==> src/rtl/uart_rx_deser.sv <==
// 8N1 UART receive deserializer: synchronizes the serial line, frames bytes LSB first,
// and hands them over through a single-entry valid/ready holding register.
`timescale 1ns/1ps
module uart_rx_deser #(
  parameter int CLK_FREQ = 50000000,
  parameter int BAUD     = 9600,
  parameter int BAUD_DIV = CLK_FREQ / BAUD,
  parameter int HALF_DIV = BAUD_DIV / 2
) (
  input  logic       clk,
  input  logic       rst_n,
  input  logic       rs232_rx,
  output logic [7:0] rx_data,
  output logic       rx_valid,
  input  logic       rx_ready,
  output logic       rx_busy,
  output logic       frame_err,
  output logic       rx_overrun
);

  localparam int CNT_W = (BAUD_DIV > 2) ? $clog2(BAUD_DIV) : 1;
  localparam logic [CNT_W-1:0] BAUD_RELOAD = CNT_W'(BAUD_DIV - 1);
  localparam logic [CNT_W-1:0] HALF_RELOAD = CNT_W'(HALF_DIV - 1);

  typedef enum logic [2:0] {
    ST_IDLE,
    ST_START,
    ST_DATA,
    ST_STOP,
    ST_BREAK
  } state_t;

  logic             sync1_reg;
  logic             sync2_reg;
  logic             rx_prev_reg;
  state_t           state_reg, state_next;
  logic [CNT_W-1:0] baud_cnt_reg, baud_cnt_next;
  logic [2:0]       bit_cnt_reg, bit_cnt_next;
  logic [7:0]       shift_reg, shift_next;
  logic [7:0]       data_reg, data_next;
  logic             valid_reg, valid_next;
  logic             ferr_reg, ferr_next;
  logic             ovr_reg, ovr_next;

  logic rx_s;
  logic rx_fall;
  logic baud_tick;
  logic sample_bit;
  logic deliver;
  logic handshake;

  assign rx_s      = sync2_reg;
  assign rx_fall   = rx_prev_reg & ~rx_s;
  assign baud_tick = (baud_cnt_reg == '0);
  assign handshake = valid_reg & rx_ready;

  // Line synchronizer idles high so reset never looks like a start edge.
  always_ff @(posedge clk or negedge rst_n) begin
    if (!rst_n) begin
      sync1_reg   <= 1'b1;
      sync2_reg   <= 1'b1;
      rx_prev_reg <= 1'b1;
    end else begin
      sync1_reg   <= rs232_rx;
      sync2_reg   <= sync1_reg;
      rx_prev_reg <= sync2_reg;
    end
  end

  always_ff @(posedge clk or negedge rst_n) begin
    if (!rst_n) begin
      state_reg    <= ST_IDLE;
      baud_cnt_reg <= '0;
      bit_cnt_reg  <= '0;
      shift_reg    <= '0;
      data_reg     <= '0;
      valid_reg    <= 1'b0;
      ferr_reg     <= 1'b0;
      ovr_reg      <= 1'b0;
    end else begin
      state_reg    <= state_next;
      baud_cnt_reg <= baud_cnt_next;
      bit_cnt_reg  <= bit_cnt_next;
      shift_reg    <= shift_next;
      data_reg     <= data_next;
      valid_reg    <= valid_next;
      ferr_reg     <= ferr_next;
      ovr_reg      <= ovr_next;
    end
  end

  always_comb begin
    state_next    = state_reg;
    baud_cnt_next = baud_tick ? baud_cnt_reg : baud_cnt_reg - 1'b1;
    bit_cnt_next  = bit_cnt_reg;
    sample_bit    = 1'b0;
    deliver       = 1'b0;
    ferr_next     = 1'b0;
    case (state_reg)
      ST_IDLE: begin
        if (rx_fall) begin
          bit_cnt_next  = '0;
          baud_cnt_next = HALF_RELOAD;
          state_next    = ST_START;
        end
      end
      ST_START: begin
        // A start bit that is gone by mid-bit was a glitch.
        if (baud_tick) begin
          if (!rx_s) begin
            baud_cnt_next = BAUD_RELOAD;
            state_next    = ST_DATA;
          end else begin
            state_next = ST_IDLE;
          end
        end
      end
      ST_DATA: begin
        if (baud_tick) begin
          sample_bit    = 1'b1;
          baud_cnt_next = BAUD_RELOAD;
          if (bit_cnt_reg == 3'd7) begin
            state_next = ST_STOP;
          end else begin
            bit_cnt_next = bit_cnt_reg + 3'd1;
          end
        end
      end
      ST_STOP: begin
        if (baud_tick) begin
          if (rx_s) begin
            deliver    = 1'b1;
            state_next = ST_IDLE;
          end else begin
            ferr_next  = 1'b1;
            state_next = ST_BREAK;
          end
        end
      end
      ST_BREAK: begin
        // Wait for the line to return high before hunting for a new start edge.
        if (rx_s) begin
          state_next = ST_IDLE;
        end
      end
      default: state_next = ST_IDLE;
    endcase
  end

  genvar gi;
  generate
    for (gi = 0; gi < 8; gi++) begin : g_shift
      assign shift_next[gi] = (sample_bit && (bit_cnt_reg == 3'(gi))) ? rx_s : shift_reg[gi];
    end
  endgenerate

  // A same-cycle handshake frees the holding register, so a new byte can land in it.
  always_comb begin
    data_next  = data_reg;
    valid_next = valid_reg;
    ovr_next   = 1'b0;
    if (deliver) begin
      if (!valid_reg || rx_ready) begin
        data_next  = shift_reg;
        valid_next = 1'b1;
      end else begin
        ovr_next = 1'b1;
      end
    end else if (handshake) begin
      valid_next = 1'b0;
    end
  end

  assign rx_data    = data_reg;
  assign rx_valid   = valid_reg;
  assign rx_busy    = (state_reg != ST_IDLE);
  assign frame_err  = ferr_reg;
  assign rx_overrun = ovr_reg;

endmodule

==> config.mk <==
export PLATFORM = sky130hd
export DESIGN_NAME = uart_rx_deser
export DESIGN_NICKNAME = d
export VERILOG_FILES = /design/src/rtl/uart_rx_deser.sv
export SDC_FILE = /design/constraint.sdc
export NUM_CORES = 1
export LEC_CHECK = 0
export ABC_AREA = 1
export BUFFER_PORTS_ARGS = -buffer_cell sky130_fd_sc_hd__buf_4
export CAP_MARGIN = 10
export CORE_ASPECT_RATIO = 1.2
export CORE_UTILIZATION = 30
export CTS_CLUSTER_SIZE = 20
export DETAILED_ROUTE_END_ITERATION = 6
export GPL_TIMING_DRIVEN = 1
export PLACE_DENSITY = 0.52
export SLEW_MARGIN = 20
export SYNTH_ARGS = -nofsm -noshare
export SYNTH_HDL_FRONTEND = slang
export SYNTH_SLANG_ARGS = --single-unit
==> constraint.sdc <==
create_clock -name clk -period 5.1 [get_ports clk]
set_clock_uncertainty 0.15 [all_clocks]
set_input_delay 1.275 -clock clk [delete_from_list [all_inputs] [get_ports clk]]
set_output_delay 1.275 -clock clk [all_outputs]
set_load 0.01 [all_outputs]
==> results.py, run 1 <==
metrics = {
    "clock_network": {
        "root_buffer": "clkbuf_8",
        "cts_buffer_depth": 2,
        "cts_resized": 0,
        "tritoncts": "done",
        "cts_buffers": 5,
        "cts_sinks": 41,
        "ctsHoldBuffers": 0,
        "worstSkewPairLatency_ns": 0.30,
        "cts_post_setup_buffers_inserted": 0,
        "clk_pin_slew_ns": 0.08,
        "htree_levels": 2,
    },
    "global_routing": {
        "grt-ovfl-total": 0,
        "grt_pass1_vias": 1757,
        "antenna_found_initial": 0,
        "grt_use_total_pct": 13.8,
        "grt_pass1_wl_mm": 8.31,
        "grt_max_degree": 42,
    },
    "floorplan": {
        "rows": 34,
        "dieHeight_um": 96.8,
        "io-pin-count": 16,
        "start_util_pct": 31.1,
        "core_um2": 7230,
        "die-area_um2": 7850,
        "die_x_um": 81.0,
    },
    "route": {
        "vias": 1780,
        "drcViolationCount": 0,
        "firstDrtPassIters": 4,
        "wl_per_cell_um": 12.4,
        "viasPerCell": 4.67,
        "drtIter0Drc": 100,
        "ant_nets": 0,
        "wirelength_mm": 4.73,
    },
    "synth": {
        "yosysWarningCount": 0,
        "syn_nets": 286,
        "synth-seq-cells": 41,
        "netlist_area_um2": 2250,
        "synthFlopType": "dfrtp_1",
        "yosysSeqAreaShare_pct": 45.8,
        "synthCells": 273,
        "avgSynthCellArea_um2": 8.24,
        "async_flop_share_pct": 100,
        "synth_cell_types": 28,
        "synth_edf_count": 0,
    },
    "critical_path": {
        "critPathLaunch": "state_reg[0]",
        "cp.arrival_ns": 1.39,
        "cp-end-kind": "primary output",
        "r2r_cells": 8,
        "critPathCapture": "rx_busy",
        "worst_setup_path_start_kind": "register",
        "timing.rr.start": "baud_cnt_reg[0]",
        "cp.required_ns": 3.67,
        "path_class": "reg -> out",
        "r2r_slack_ns": 3.00,
        "path_max_fanout": 5,
        "r2r_end": "baud_cnt_reg[0]",
    },
    "sta": {
        "slew_viol_final": 0,
        "relSlewSlack_pct": 64.7,
        "timing.final.ws_setup_ns": 2.29,
        "timing.fmax_ghz": 0.356,
        "tightest_slew_ns": 0.529,
        "setup_tns_ns": 0,
        "fin_crit_sh_pct": 55.1,
        "hold_viol_final": 0,
        "finalSetupViolations": 0,
        "period_minus_slack_ns": 2.81,
        "rsz0062_at_grt": "no",
    },
    "placement": {
        "port_buffers": 15,
        "place_hpwl_mm": 3.47,
        "gp_congestion": 0.910,
        "dp_slack_ns": 2.63,
    },
    "power": {
        "p_leak_nw": 1.30,
        "ir_worst_vdd_mv": 0.204,
        "power.density_nw_per_um2": 462,
    },
    "layout": {
        "layout_commonest_cell": "nand2_1",
        "area_delta_synth_final_pct": 13.9,
        "drive_above_1_share_pct": 14.8,
        "diodes": 0,
        "nNetsFinal": 303,
        "largest_register_ffs": 13,
        "most-common-layout-cells": "nand2_1, dfrtp_1, nand3_1, inv_1, nor2_1",
    },
    "outcome": {
        "status": "finished clean",
    },
    "job": {
        "maxCapViolCount": 0,
    },
    "worst_hold_path": {
        "hold_path.class": "reg -> reg",
    },
}
-- Yosys cell counts (3+ instances only) --
| cell type | count | area [µm²] |
|---|---|---|
| nand2_1 | 85 | 319 |
| dfrtp_1 | 38 | 951 |
| nand3_1 | 28 | 140 |
| inv_1 | 22 | 82.6 |
| nor2_1 | 18 | 67.6 |
| o21ai_0 | 13 | 65.1 |
| o21ai_1 | 10 | 50.1 |
| ha_1 | 9 | 113 |
| a21oi_1 | 8 | 40.0 |
| nand4_1 | 7 | 43.8 |
| xor2_1 | 6 | 52.6 |
| nor2_4 | 5 | 56.3 |
| buf_6 | 3 | 33.8 |
| dfstp_2 | 3 | 78.8 |
| nand2_4 | 3 | 33.8 |
-- critical path, cell delays in order, from the launching register on --
cell     delay, ns
dfrtp_1       0.40
nor2_1        0.15
inv_1         0.09
nor2_1        0.22
inv_1         0.08
buf_4         0.15
-- final cells by class --
cell class | count | area [µm²]
clock buffers | 5 | 68.8
clock inverters | 3 | 65.1
flip-flops and latches | 41 | 1030
inverters | 23 | 86.3
well taps | 90 | 113
fillers | 765 | 4670
multi-input cells | 204 | 1090
repair buffers | 15 | 113
-- kinds of logic (layout without fill, tap and decap cells) --
group / Yosys count / after routing / share of synthesized area [%]
and+or+nand+nor: 155 / 155 / 32.9
AOI/OAI and AO/OA: 34 / 34 / 8.01
buffers and inverters: 28 / 46 / 5.90
DFF: 41 / 41 / 45.8
adders and majority gates: 9 / 9 / 5.01
xor gates and xnor gates: 6 / 6 / 2.34
-- power breakdown --
part	total (mW)	leakage [nW]	switching, mW	internal (mW)
clock	0.311	0.0681	0.117	0.194
combinational	0.424	0.701	0.278	0.146
sequential	0.447	0.535	0.0648	0.382
-- layer usage --
metal | wire length, µm | global-route usage (%) | vias to the layer above
met5 | 0 | 0 | -
met4 | 77 | 5.63 | 0
met3 | 135 | 2.74 | 4
met2 | 2240 | 21.1 | 28
met1 | 2270 | 18.7 | 827
li1 | - | - | 921
-- worst min-delay path by stage --
| stage | slack (ns) | depth (start not counted) | endpoint | startpoint |
|---|---|---|---|---|
| 2_1_floorplan | 0.20 | 0 | rx_s | sync1_reg |
| 3_3_place_gp | 0.20 | 0 | rx_s | sync1_reg |
| 3_5_place_dp | 0.20 | 0 | rx_s | sync1_reg |
| 4_1_cts | 0.21 | 0 | rx_s | sync1_reg |
| 5_1_grt | 0.21 | 0 | rx_s | sync1_reg |
| 6_report | 0.21 | 0 | rx_s | sync1_reg |
-- metrics by stage --
| step | instances | area (µm²) | power, mW | hold WS [ns] | utilization, % |
|---|---|---|---|---|---|
| finish | 381 | 2560 | 1.18 | 0.208 | 35.4 |
| global route | 381 | 2560 | 1.28 | 0.210 | 35.4 |
| CTS | 381 | 2560 | 1.19 | 0.209 | 35.4 |
| detailed placement | 373 | 2430 | 0.877 | 0.197 | 33.6 |
| global placement | 373 | 2430 | 0.874 | 0.196 | 33.6 |
| floorplan | 273 | 2250 | 0.779 | 0.195 | - |
(Power assumes the default switching activity.)
==> run 2, diff against run 1 <==
==> constraint.sdc (replaced) <==
create_clock -name clk -period 2.9 [get_ports clk]
set_clock_uncertainty 0.15 [all_clocks]
set_input_delay 0.725 -clock clk [delete_from_list [all_inputs] [get_ports clk]]
set_output_delay 0.725 -clock clk [all_outputs]
set_load 0.01 [all_outputs]
==> run 2 against run 1 <==
Register-to-register slack lost 2.2 ns. Hold slack gained 0.0022 ns. Non-clock buffer count is the same. Critical endpoint unchanged.
==> results.py, run 2 (synthesis gave the netlist of run 1 again) <==
metrics = {
    "critical_path": {
        "slowest_delay_ns": 0.41,
        "slowest_stage": "dfrtp_1",
        "cp.arrival_ns": 1.41,
        "crit_buf_inv": 3,
        "path_class": "reg -> out",
        "crit_chain": "nor2_1 > inv_1 > nor2_1 > inv_1 > buf_4",
        "cp_top_family": "simple AND/OR/NAND/NOR gates",
        "worst_setup_path_start_kind": "register",
        "cp.required_ns": 2.03,
        "cp-end-kind": "primary output",
        "path_max_fanout": 5,
    },
    "layout": {
        "largest_register_ffs": 13,
        "final_cell_area_um2": 2540,
        "nNetsFinal": 303,
        "area_delta_synth_final_pct": 13.1,
        "layout_commonest_cell": "nand2_1",
        "diodes": 0,
        "drive_above_1_share_pct": 14.8,
        "most-common-layout-cells": "nand2_1, dfrtp_1, nand3_1, inv_1, nor2_1",
        "stdcell_count": 381,
    },
    "power": {
        "power.density_nw_per_um2": 788,
        "ir_worst_vdd_mv": 0.301,
        "p_leak_nw": 1.29,
        "power_mw": 2.00,
    },
    "clock_network": {
        "worstSkewPairLatency_ns": 0.29,
        "cts_sinks": 41,
        "tritoncts": "done",
        "cts_resized": 0,
        "clk_pin_slew_ns": 0.08,
        "ctsHoldBuffers": 0,
        "cts_buffers": 5,
        "cts_post_setup_buffers_inserted": 0,
        "root_buffer": "clkbuf_8",
        "htree_levels": 2,
        "cts_buffer_depth": 2,
    },
    "placement": {
        "place_hpwl_mm": 3.55,
        "dpl_cell_area_um2": 2430,
        "gp_congestion": 0.832,
        "port_buffers": 15,
        "dp.cells": 373,
    },
    "sta": {
        "tightest_slew_ns": 0.540,
        "fin_crit_sh_pct": 79.0,
        "slew_viol_final": 0,
        "hold_ws_ns": 0.210,
        "period_minus_slack_ns": 2.29,
        "hold_viol_final": 0,
        "timing.fmax_ghz": 0.437,
        "rsz0062_at_grt": "no",
        "finalSetupViolations": 0,
        "relSlewSlack_pct": 64.0,
        "setup_tns_ns": 0,
    },
    "floorplan": {
        "dieHeight_um": 96.8,
        "io-pin-count": 16,
        "die_x_um": 81.0,
        "core_um2": 7230,
        "rows": 34,
        "start_util_pct": 31.1,
        "die-area_um2": 7850,
    },
    "route": {
        "drcViolationCount": 0,
        "firstDrtPassIters": 4,
        "wl_met3_um": 165,
        "wl_met2_mm": 2.26,
        "highest_layer": "met4",
        "drt-met1-wl_mm": 2.30,
        "wirelength_mm": 4.82,
        "ant_nets": 0,
        "viasPerCell": 4.67,
        "wl_per_cell_um": 12.7,
        "vias": 1780,
        "drtIter0Drc": 75,
    },
    "global_routing": {
        "grt_pass1_wl_mm": 8.34,
        "antenna_found_initial": 0,
        "grt_pass1_vias": 1758,
        "grt_max_degree": 42,
        "grt_use_total_pct": 13.8,
        "grt-ovfl-total": 0,
    },
    "worst_hold_path": {
        "hold_path.class": "reg -> reg",
    },
    "job": {
        "maxCapViolCount": 0,
    },
    "outcome": {
        "status": "finished clean",
    },
}
## run 2: changes by cell type in the layout (fill, tap and decap cells not counted), sizes merged
cell,before,now
clkinvlp,0,1
bufinv,2,1
## run 2: layer usage
metal  track usage, %  vias up
met1             19.1      827
met2             20.9       31
li1                 -      914
met3             2.74        8
met4             5.36        0
met5                0        -
## run 2: through the flow
step | util, % | setup slack (ns)
final | 35.2 | 0.610
after global routing | 35.2 | 0.487
after CTS | 35.2 | 0.574
after detailed placement | 33.6 | 0.796
after global placement | 33.6 | 0.835
after floorplan | - | 1.02
## run 2: final cells by class
| cell class | instances | area (µm²) |
|---|---|---|
| Multi-Input combinational cell | 204 | 1090 |
| Tap cell | 90 | 113 |
| Clock inverter | 3 | 46.3 |
| Clock buffer | 5 | 68.8 |
| Timing Repair Buffer | 15 | 113 |
| Fill cell | 773 | 4690 |
| Inverter | 23 | 86.3 |
| Sequential cell | 41 | 1030 |
## run 2: path summary, 6_finish.rpt
check	from	end	slack, ns	depth (start not counted)
max in group asynchronous	rst_n	rx_s	1.95	1
max	state_reg[0]	rx_busy	0.61	5
min in group asynchronous	rst_n	rx_valid	0.25	1
min reg2reg	sync1_reg	rx_s	0.21	0
max reg2reg	baud_cnt_reg[0]	baud_cnt_reg[10]	0.79	9
min	sync1_reg	rx_s	0.21	0
## run 2: where the power goes
| group | total [mW] | switching (mW) | internal [mW] |
|---|---|---|---|
| clock network | 0.471 | 0.213 | 0.258 |
| logic | 0.748 | 0.491 | 0.257 |
| registers | 0.785 | 0.112 | 0.673 |
| total | 2.00 | 0.817 | 1.19 |
==> run 3, diff against run 2 <==
==> constraint.sdc (replaced) <==
create_clock -name clk -period 2.25 [get_ports clk]
set_clock_uncertainty 0.15 [all_clocks]
set_input_delay 0.5625 -clock clk [delete_from_list [all_inputs] [get_ports clk]]
set_output_delay 0.5625 -clock clk [all_outputs]
set_load 0.01 [all_outputs]
==> run 3 against run 2 <==
Final area grew 1.0%. Global-route usage shrank 0.37 points. Total power grew 34%. Critical path type unchanged. Critical endpoint unchanged. Largest power group unchanged.
==> results.py, run 3 (synthesis gave the netlist of run 1 again) <==
metrics = {
    "global_routing": {
        "grt-ovfl-total": 0,
        "grt_max_degree": 42,
        "grt_use_total_pct": 13.4,
        "antenna_found_initial": 0,
        "grt_pass1_vias": 1656,
        "grt_pass1_wl_mm": 8.14,
    },
    "sta": {
        "setup_tns_ns": 0,
        "rsz0062_at_grt": "no",
        "tightest_slew_ns": 0.531,
        "fin_crit_sh_pct": 94.2,
        "finalSetupViolations": 0,
        "hold_viol_final": 0,
        "timing.fmax_ghz": 0.472,
        "period_minus_slack_ns": 2.12,
        "relSlewSlack_pct": 64.5,
        "slew_viol_final": 0,
    },
    "floorplan": {
        "die-area_um2": 7850,
        "start_util_pct": 31.1,
        "core_um2": 7230,
        "io-pin-count": 16,
        "rows": 34,
        "dieHeight_um": 96.8,
        "die_x_um": 81.0,
    },
    "critical_path": {
        "cp.arrival_ns": 1.41,
        "worst_setup_path_start_kind": "register",
        "path_class": "reg -> out",
        "path_max_fanout": 5,
        "timing.rr.start": "baud_cnt_reg[0]",
        "cp-end-kind": "primary output",
        "r2r_cells": 8,
        "r2r_end": "baud_cnt_reg[0]",
        "cp.required_ns": 1.54,
        "r2r_slack_ns": 0.23,
    },
    "route": {
        "vias": 1785,
        "ant_nets": 0,
        "wirelength_mm": 4.80,
        "wl_per_cell_um": 12.6,
        "firstDrtPassIters": 4,
        "drcViolationCount": 0,
        "drtIter0Drc": 94,
        "viasPerCell": 4.67,
    },
    "worst_hold_path": {
        "hold_path.class": "in -> async",
    },
    "clock_network": {
        "htree_levels": 2,
        "ctsHoldBuffers": 0,
        "cts_post_setup_buffers_inserted": 0,
        "cts_sinks": 41,
        "worstSkewPairLatency_ns": 0.30,
        "cts_buffers": 5,
        "cts_buffer_depth": 2,
        "tritoncts": "done",
        "clk_pin_slew_ns": 0.08,
        "root_buffer": "clkbuf_8",
        "cts_resized": 0,
    },
    "placement": {
        "place_hpwl_mm": 3.50,
        "dp.cells": 374,
        "gp_congestion": 0.881,
        "port_buffers": 15,
    },
    "power": {
        "ir_worst_vdd_mv": 0.368,
        "power.density_nw_per_um2": 1050,
        "p_leak_nw": 1.31,
    },
    "outcome": {
        "status": "finished clean",
    },
    "layout": {
        "n_fill_cell": 803,
        "stdcell_count": 382,
        "nNetsFinal": 304,
        "area_delta_synth_final_pct": 14.2,
        "largest_register_ffs": 13,
        "layout_commonest_cell": "nand2_1",
        "drive_above_1_share_pct": 15.1,
        "diodes": 0,
        "most-common-layout-cells": "nand2_1, dfrtp_1, nand3_1, inv_1, nor2_1",
    },
    "job": {
        "maxCapViolCount": 0,
    },
}
-- run 3: worst max-delay path by stage --
stage	from	to	slack (ns)	depth (start not counted)
after floorplan	baud_cnt_reg[0]	baud_cnt_reg[0]	0.37	9
after global placement	baud_cnt_reg[4]	rx_data[5]	0.29	8
after CTS	state_reg[0]	rx_busy	0.12	5
after detailed placement	baud_cnt_reg[0]	baud_cnt_reg[0]	0.24	8
final	state_reg[0]	rx_busy	0.13	5
after global routing	state_reg[0]	rx_busy	0.06	5
-- run 3: power by group --
part	leakage (nW)	internal (mW)	total, mW	switching [mW]
combinational	0.705	0.332	0.967	0.635
clock	0.0681	0.441	0.714	0.273
sequential	0.535	0.867	1.01	0.140
total	1.31	1.64	2.69	1.05
-- run 3: worst max-delay path: stages, from the launching register on --
cell and delay (ns):
dfrtp_1 0.40, nor2_1 0.14, inv_1 0.09, nor2_1 0.26, inv_1 0.07, buf_4 0.15
-- run 3: routing by layer --
| metal | vias to the layer above | part of all wire (%) | track usage (%) |
|---|---|---|---|
| met3 | 9 | 2.9 | 2.26 |
| met5 | - | 0 | 0 |
| met4 | 0 | 2.3 | 5.49 |
| li1 | 920 | - | - |
| met1 | 819 | 49 | 18.1 |
| met2 | 37 | 46 | 21.1 |
-- run 3: final cells by class --
class,instances,area (µm²),area share [%]
timing repair buffer,16,120,4.68
multi-input combinational,204,1090,42.3
sequential,41,1030,40.1
inverter,23,86.3,3.36
tap,90,113,4.38
clock inverter,3,65.1,2.53
clock buffer,5,68.8,2.68
-- run 3: stage by stage --
step / hold WS (ns) / setup slack [ns] / cell area (µm²) / power [mW] / utilization, %
finish: 0.0956 / 0.132 / 2570 / 2.69 / 35.5
CTS: 0.111 / 0.117 / 2570 / 2.71 / 35.5
global placement: 0.197 / 0.292 / 2430 / 1.98 / 33.7
floorplan: 0.117 / 0.371 / 2250 / 1.77 / -
detailed placement: 0.198 / 0.238 / 2430 / 1.98 / 33.7
global route: 0.125 / 0.0609 / 2570 / 2.90 / 35.5
